[config.mk]
export PLATFORM = sky130hd
export DESIGN_NAME = evm_result_reader
export DESIGN_NICKNAME = d
export VERILOG_FILES = /design/src/rtl/evm_pkg.sv /design/src/rtl/evm_result_reader.sv
export SDC_FILE = /design/constraint.sdc
export NUM_CORES = 1
export LEC_CHECK = 0
export CAP_MARGIN = 15
export CORE_MARGIN = 5
export CORE_UTILIZATION = 30
export DETAILED_ROUTE_END_ITERATION = 7
export PLACE_DENSITY = 0.57
export SETUP_SLACK_MARGIN = 0.1
export SLEW_MARGIN = 20
export SYNTH_ARGS = -nofsm -noshare
export SYNTH_HDL_FRONTEND = slang
export SYNTH_SLANG_ARGS = --single-unit
[constraint.sdc]
create_clock -name clk -period 2.45 [get_ports clk]
set_clock_uncertainty 0.1 [all_clocks]
set_input_delay 0.3675 -clock clk [delete_from_list [all_inputs] [get_ports clk]]
set_output_delay 0.3675 -clock clk [all_outputs]
set_load 0.1 [all_outputs]
[src/rtl/evm_pkg.sv]
// Shared definitions for the voting-machine result reader: state enum,
// candidate codes and the select code that blanks the machine's outputs.
package evm_pkg;

  typedef enum logic [2:0] {
    ST_IDLE,
    ST_READ_C1,
    ST_READ_C2,
    ST_READ_C3,
    ST_READ_WIN,
    ST_REPORT,
    ST_HOLD
  } rd_state_e;

  localparam logic [1:0] CAND_1    = 2'b01;
  localparam logic [1:0] CAND_2    = 2'b10;
  localparam logic [1:0] CAND_3    = 2'b11;
  localparam logic [1:0] DISP_NONE = 2'b11;

  // Candidate select driven while a given state is current.
  function automatic logic [1:0] disp_sel(input rd_state_e st);
    case (st)
      ST_READ_C1: return 2'b00;
      ST_READ_C2: return 2'b01;
      ST_READ_C3: return 2'b10;
      default:    return DISP_NONE;
    endcase
  endfunction

endpackage

[src/rtl/evm_result_reader.sv]
// Reads back per-candidate counts and the winner after voting_done, checks
// consistency and offers one registered report. Option: EVM_READER_TOTAL_EN.
module evm_result_reader
  import evm_pkg::*;
#(
  parameter int unsigned WIDTH         = 7,
  parameter int unsigned SETTLE_CYCLES = 1
) (
  input  logic             clk,
  input  logic             rst,
  input  logic             voting_done,
  input  logic             invalid_results,
  input  logic [1:0]       candidate_name,
  input  logic [WIDTH-1:0] results,
  output logic [1:0]       display_results,
  output logic             display_winner,
  input  logic             report_ready,
  output logic             report_valid,
  output logic [WIDTH-1:0] count_1,
  output logic [WIDTH-1:0] count_2,
  output logic [WIDTH-1:0] count_3,
  output logic [1:0]       winner_name,
  output logic [WIDTH-1:0] winner_count,
  output logic             tie,
  output logic             proto_err,
  output logic             read_abort
`ifdef EVM_READER_TOTAL_EN
  ,
  output logic [WIDTH+1:0] total_votes
`endif
);

  localparam logic [3:0] SETTLE_LAST = 4'(SETTLE_CYCLES - 1);

  rd_state_e        state_q, state_d;
  logic             vd_q;
  logic [3:0]       cnt_q, cnt_d;
  logic [1:0]       disp_q, disp_d;
  logic             win_q, win_d;
  logic             valid_q, valid_d;
  logic [WIDTH-1:0] c1_q, c1_d, c2_q, c2_d, c3_q, c3_d;
  logic [1:0]       wn_q, wn_d;
  logic [WIDTH-1:0] wc_q, wc_d;
  logic             tie_q, tie_d, perr_q, perr_d, abort_q, abort_d;
  logic             last_cycle, reading;

  assign last_cycle = (cnt_q == SETTLE_LAST);
  assign reading    = (state_q == ST_READ_C1) || (state_q == ST_READ_C2) ||
                      (state_q == ST_READ_C3) || (state_q == ST_READ_WIN);

  always_comb begin
    state_d = state_q;
    cnt_d   = cnt_q;
    c1_d    = c1_q;
    c2_d    = c2_q;
    c3_d    = c3_q;
    wn_d    = wn_q;
    wc_d    = wc_q;
    tie_d   = tie_q;
    perr_d  = perr_q;
    abort_d = 1'b0;

    if (reading && !voting_done) begin
      // Abort takes priority over a sample due in the same cycle.
      state_d = ST_IDLE;
      cnt_d   = '0;
      abort_d = 1'b1;
      tie_d   = 1'b0;
      perr_d  = 1'b0;
    end else if (reading && !last_cycle) begin
      cnt_d = cnt_q + 4'd1;
    end else begin
      cnt_d = '0;
      case (state_q)
        ST_IDLE: begin
          if (voting_done && !vd_q) begin
            state_d = ST_READ_C1;
            tie_d   = 1'b0;
            perr_d  = 1'b0;
          end
        end
        ST_READ_C1: begin
          if (candidate_name != CAND_1) perr_d = 1'b1;
          if (invalid_results) begin
            tie_d   = 1'b1;
            c1_d    = '0;
            c2_d    = '0;
            c3_d    = '0;
            wn_d    = '0;
            wc_d    = '0;
            state_d = ST_REPORT;
          end else begin
            c1_d    = results;
            state_d = ST_READ_C2;
          end
        end
        ST_READ_C2: begin
          if (candidate_name != CAND_2) perr_d = 1'b1;
          c2_d    = results;
          state_d = ST_READ_C3;
        end
        ST_READ_C3: begin
          if (candidate_name != CAND_3) perr_d = 1'b1;
          c3_d    = results;
          state_d = ST_READ_WIN;
        end
        ST_READ_WIN: begin
          wn_d = candidate_name;
          wc_d = results;
          case (candidate_name)
            CAND_1:  if (results != c1_q) perr_d = 1'b1;
            CAND_2:  if (results != c2_q) perr_d = 1'b1;
            CAND_3:  if (results != c3_q) perr_d = 1'b1;
            default: perr_d = 1'b1;
          endcase
          state_d = ST_REPORT;
        end
        ST_REPORT: if (valid_q && report_ready) state_d = ST_HOLD;
        ST_HOLD:   if (!voting_done) state_d = ST_IDLE;
        default:   state_d = ST_IDLE;
      endcase
    end

    // Selects and valid are registered from the next state so they line up
    // with the state they belong to.
    disp_d  = disp_sel(state_d);
    win_d   = (state_d == ST_READ_WIN);
    valid_d = (state_d == ST_REPORT);
  end

  always_ff @(posedge clk or posedge rst) begin
    if (rst) begin
      state_q <= ST_IDLE;
      vd_q    <= 1'b0;
      cnt_q   <= '0;
      disp_q  <= DISP_NONE;
      win_q   <= 1'b0;
      valid_q <= 1'b0;
      c1_q    <= '0;
      c2_q    <= '0;
      c3_q    <= '0;
      wn_q    <= '0;
      wc_q    <= '0;
      tie_q   <= 1'b0;
      perr_q  <= 1'b0;
      abort_q <= 1'b0;
    end else begin
      state_q <= state_d;
      vd_q    <= voting_done;
      cnt_q   <= cnt_d;
      disp_q  <= disp_d;
      win_q   <= win_d;
      valid_q <= valid_d;
      c1_q    <= c1_d;
      c2_q    <= c2_d;
      c3_q    <= c3_d;
      wn_q    <= wn_d;
      wc_q    <= wc_d;
      tie_q   <= tie_d;
      perr_q  <= perr_d;
      abort_q <= abort_d;
    end
  end

`ifdef EVM_READER_TOTAL_EN
  logic [WIDTH+1:0] total_q, total_d;

  always_comb begin
    total_d = total_q;
    if (state_d == ST_REPORT && state_q != ST_REPORT)
      total_d = {2'b00, c1_d} + {2'b00, c2_d} + {2'b00, c3_d};
  end

  always_ff @(posedge clk or posedge rst) begin
    if (rst) total_q <= '0;
    else     total_q <= total_d;
  end

  assign total_votes = total_q;
`endif

  assign display_results = disp_q;
  assign display_winner  = win_q;
  assign report_valid    = valid_q;
  assign count_1         = c1_q;
  assign count_2         = c2_q;
  assign count_3         = c3_q;
  assign winner_name     = wn_q;
  assign winner_count    = wc_q;
  assign tie             = tie_q;
  assign proto_err       = perr_q;
  assign read_abort      = abort_q;

endmodule

### Yosys cells after proc, flatten, opt, wreduce, memory -nomap -nowiden

Index checks and enable logic that the tools add are counted.

| word-level totals | value |
|---|---|
| word-level logic and storage cells | 103 |
| input port bits | 14 |
| flip-flop bits (word level) | 45 |
| output and inout bits | 37 |

| operators by class | value |
|---|---|
| multiplexer cells | 33 |
| equal/unequal tests | 30 |
| $add $sub $neg | 1 |
| bitwise gates (word level) | 2 |
| reduce and logical (&&, ||, !) cells | 23 |

Operator list:

| operator | count |
|---|---|
| case mux 7 bit (2 select lines) | 3 |
| inequality test 7 bit | 3 |
| case mux 3 bit (7 select lines) | 1 |
| two-way mux 3 bit | 6 |
| AND reduction 4 bit | 4 |
| equality test 3 bit (second input constant) | 5 |
| two-way mux 7 bit | 2 |
| two-way mux 1 bit | 13 |
| equality test 3 x 2 -> 1 bit (second input constant) | 4 |
| inequality test 4 bit (second input constant) | 3 |
| inequality test 3 x 1 -> 1 bit (second input constant) | 3 |
| AND reduction 9 bit | 1 |
| two-way mux 4 bit | 2 |
| inequality test 2 bit (second input constant) | 4 |
| equality test 3 x 1 -> 1 bit (second input constant) | 2 |
| case mux 2 bit (3 select lines) | 1 |
| nonzero test 2 bit | 3 |
| nonzero test 6 bit | 1 |
| case mux 1 bit (5 select lines) | 1 |
| adder 4 x 1 -> 4 bit (second input constant) | 1 |
| equality test 2 bit (second input constant) | 2 |
| logical AND 1 bit | 4 |
| logical NOT 4 bit | 1 |
| case mux 2 bit (2 select lines) | 1 |
| 13 further kinds | 18 |

### Logic depth before layout (Yosys ltp)

| depth | value |
|---|---|
| depth in word-level cells | 9 |
| gate-level depth with buffers | 8 |
| gate-level depth less buffers | 8 |

### Worst setup path before layout

No wires, ideal clock.

| timing | value |
|---|---|
| path type | register -> register |
| start | reg c1_q[5], in the netlist count_1[5] |
| end | reg perr_q, in the netlist proto_err |
| period minus slack after synthesis | 2.307 ns |
| path buffers | 0 |
| slack | 0.143 ns |
| cell stages (with the launch flop) | 7 |
| arrival | 2.079 ns |
| data required time | 2.222 ns |
| library setup time | 0.128 ns |
| path through | dfrtp_1 > xnor2_1 > nand4_1 > nor4_1 > a21oi_1 > o311ai_1 > mux2_1 |

| on the way | value |
|---|---|
| cells in the longest elaborated chain, start to end | 3 |

Ends and longest elaborated chain:

| what | RTL line | RTL |
|---|---|---|
| start, declared | evm_result_reader.sv:41 | `logic [WIDTH-1:0] c1_q, c1_d, c2_q, c2_d, c3_q, c3_d;` |
| start signal, assigned | evm_result_reader.sv:139 | `c1_q <= '0;` |
| start signal, assigned | evm_result_reader.sv:154 | `c1_q <= c1_d;` |
| inequality test 7 bit | evm_result_reader.sv:111 | `CAND_1: if (results != c1_q) perr_d = 1'b1;` |
| inequality test 4 bit (no line) | n/a |  |
| AND reduction 9 bit (no line) | n/a |  |
| end signal, assigned | evm_result_reader.sv:160 | `perr_q <= perr_d;` |
| end, declared | evm_result_reader.sv:44 | `logic tie_q, tie_d, perr_q, perr_d, abort_q, abort_d;` |

No other way between the ends.
A chain may end at the register's enable or synchronous reset.

### Worst setup path after layout

| timing | value |
|---|---|
| start | in results[2] |
| end | reg perr_q, in the netlist proto_err |

| on the way | value |
|---|---|
| cells in the longest elaborated chain, start to end | 3 |
| elaborated cells between the ends (all ways) | 7 |
| those cells by class | eq/ne: 6; reduce/logical: 1 |

Ends and longest elaborated chain:

| what | RTL line | RTL |
|---|---|---|
| start, declared | evm_result_reader.sv:14 | `input logic [WIDTH-1:0] results,` |
| inequality test 7 bit (on tied branches) | evm_result_reader.sv:113, evm_result_reader.sv:111, evm_result_reader.sv:112 |  |
| inequality test 4 bit (no line) | n/a |  |
| AND reduction 9 bit (no line) (*) | n/a |  |

Mark *: on every way between the ends. The rest lies on a longest branch, timed or not.

==> results.json <==
{
  "worstSetupPathType": "in -> reg",
  "maxSlewHeadroom": 0.652,
  "numCtsBuffers": 5,
  "fmax_mhz": 462,
  "gp_congestion": 0.787,
  "routedWlPerCell_microns": 14.7,
  "grt_pass1_vias": 1866,
  "synthesis.nets": 243,
  "finalHoldViolCount": 0,
  "num_vias": 1783,
  "viasPerCell": 4.62,
  "synth_edf_count": 0,
  "hold_path_class": "in -> async",
  "status": "finished, final reports clean",
  "cts.sinks": 45,
  "core_sq_um": 7610,
  "ioPinCount": 51,
  "fin_crit_sh": 0.883,
  "fill_cells": 778,
  "final_common_cell": "buf_4",
  "layout.nets": 299,
  "area_growth_pct": 30.7,
  "yosys_warnings": 0,
  "grt_setup_unrepaired": "false",
  "cp.arrival_ns": 2.24,
  "regArea_sq_um": 1130,
  "fin_area_sq_um": 3020,
  "synthTopCellsByArea": "dfrtp_1 (47%), a22o_1 (6.1%), xnor2_1 (4.9%), xor2_1 (4.2%), o21ai_0 (3.7%)",
  "reg2reg_depth": 6,
  "htreeDepth": 2,
  "cp-end-kind": "flip-flop",
  "grt_max_degree": 46,
  "slew_violations": 0,
  "dieArea_sq_um": 9570,
  "synth_top_area_frac": 0.465,
  "antenna_cells": 0,
  "post-route-min-period_ns": 2.16,
  "drc": 0,
  "row_count": 32,
  "die_x_microns": 97.8,
  "antenna_found_initial": 0,
  "multi_input_area_sq_um": 1040,
  "clock_latency_ns": 0.30,
  "synth_top_area_cell": "dfrtp_1",
  "synth_seq_cells": 45,
  "setup_violations": 0,
  "synthFlopType": "dfrtp_1",
  "cts-root-buf": "clkbuf_8",
  "crit_path_max_fanout": 7,
  "synthArstFlopShare": 1.00,
  "die_h_microns": 97.8,
  "final_cell_mix": "buf_4 (52), dfrtp_1 (43), inv_1 (19), o21ai_0 (17), a22o_1 (16)",
  "syn_inst": 227,
  "syn_area_sq_um": 2310,
  "worst_pin_slew_ns": 0.522,
  "dpl.hpwl_microns": 4250,
  "drv_cap": 0,
  "startpoint_type": "input pin",
  "clk_pin_slew_ns": 0.09,
  "start_util": 0.304,
  "port_buffers": 50,
  "grt_pass1_wl_microns": 9770,
  "grt.total_usage": 0.126,
  "cts_tree": "built",
  "wl_microns": 5670,
  "synthDistinctLibCells": 45,
  "syn_avg_cell_area_sq_um": 10.2,
  "grt-ovfl-total": 0,
  "drtIter0Drc": 120,
  "postCtsHoldBufs": 0,
  "placed_cell_area_sq_um": 2900,
  "drt_pass1_iterations": 4,
  "final_antenna_net_count": 0,
  "synth-seq-area-share": 0.488,
  "cp.required_ns": 2.53,
  "clk_path_buf_depth": 2,
  "drive_gt1_frac": 0.254
}
## synth_stat cells (all sizes together), types with 2 or more instances
cell	count
a21oi	2
a22o	16
and3	3
buf	11
clkbuf	6
dfrtp	43
dfstp	2
ha	2
inv	20
mux2i	2
nand2	10
nand2b	5
nand3	10
nand3b	7
nand4	3
nor2	9
nor2b	3
nor3	4
nor3b	2
nor4	4
o21ai	20
o221ai	2
o22ai	2
or3	2
xnor2	13
xor2	11
## final timing paths
check	start	to	slack, ns
max in group asynchronous	rst	display_results[1]	1.68
hold / removal	rst	winner_count[1]	0.31
setup reg to reg	state_q[2]	proto_err	0.33
min in group clk	cnt_q[0]	cnt_q[0]	0.40
setup / recovery	results[2]	proto_err	0.29
hold reg to reg	cnt_q[0]	cnt_q[0]	0.40
## layout make-up
class / instances / share of cell area
clock buffer: 5 / 0.0228
clock inverter: 3 / 0.0153
inverter: 20 / 0.0248
multi-input combinational: 145 / 0.343
sequential: 45 / 0.373
tap: 102 / 0.0422
timing repair buffer: 66 / 0.179
## state kept, by name, summed over array words and instances (netlist names)
register / count
proto_err: 1
count_3: 7
winner_name: 2
state_q: 3
winner_count: 7
vd_q: 1
display_winner: 1
report_valid: 1
cnt_q: 4
tie: 1
count_1: 7
count_2: 7
read_abort: 1
display_results: 2
## repair_timing
item | CTS | global route
buffers inserted | 0 | 0
endpoints found under the setup margin | 0 | 1
resized for setup | 0 | 1
## stage by stage
step	setup TNS, ns	hold slack, ns	instances	utilization	setup WS (ns)
after floorplan	0	0.299	227	-	0.143
after global placement	0	0.378	378	0.381	0.0182
after detailed placement	-0.0695	0.388	378	0.381	-0.0695
after CTS	0	0.322	386	0.397	0.238
after global routing	0	0.348	386	0.397	0.139
final	0	0.312	386	0.397	0.287
## worst max-delay path, cell delays in order
cell and delay (ns):
clkdlybuf4s50_1 0.67, xnor2_1 0.16, nand4_1 0.11, nor4_1 0.23, a21oi_1 0.07, o311ai_1 0.28, mux2_1 0.36
## routing by layer
metal,part of all wire,vias to the layer above,track usage
li1,-,898,-
met5,0,-,0
met1,0.51,842,0.178
met3,0.050,4,0.0379
met4,0.0067,0,0.0288
met2,0.44,39,0.190
## cell families after synthesis
family	Yosys count	share of synthesized area
compound gates	51	0.161
xor+xnor	24	0.0909
fa+ha+maj	3	0.0157
buf+inv	37	0.0671
flops	45	0.488
mux	3	0.0135
simple gates	64	0.164
Power is not shown: default switching activity piles up to over one toggle a cycle in this logic, so the estimate is an artifact.
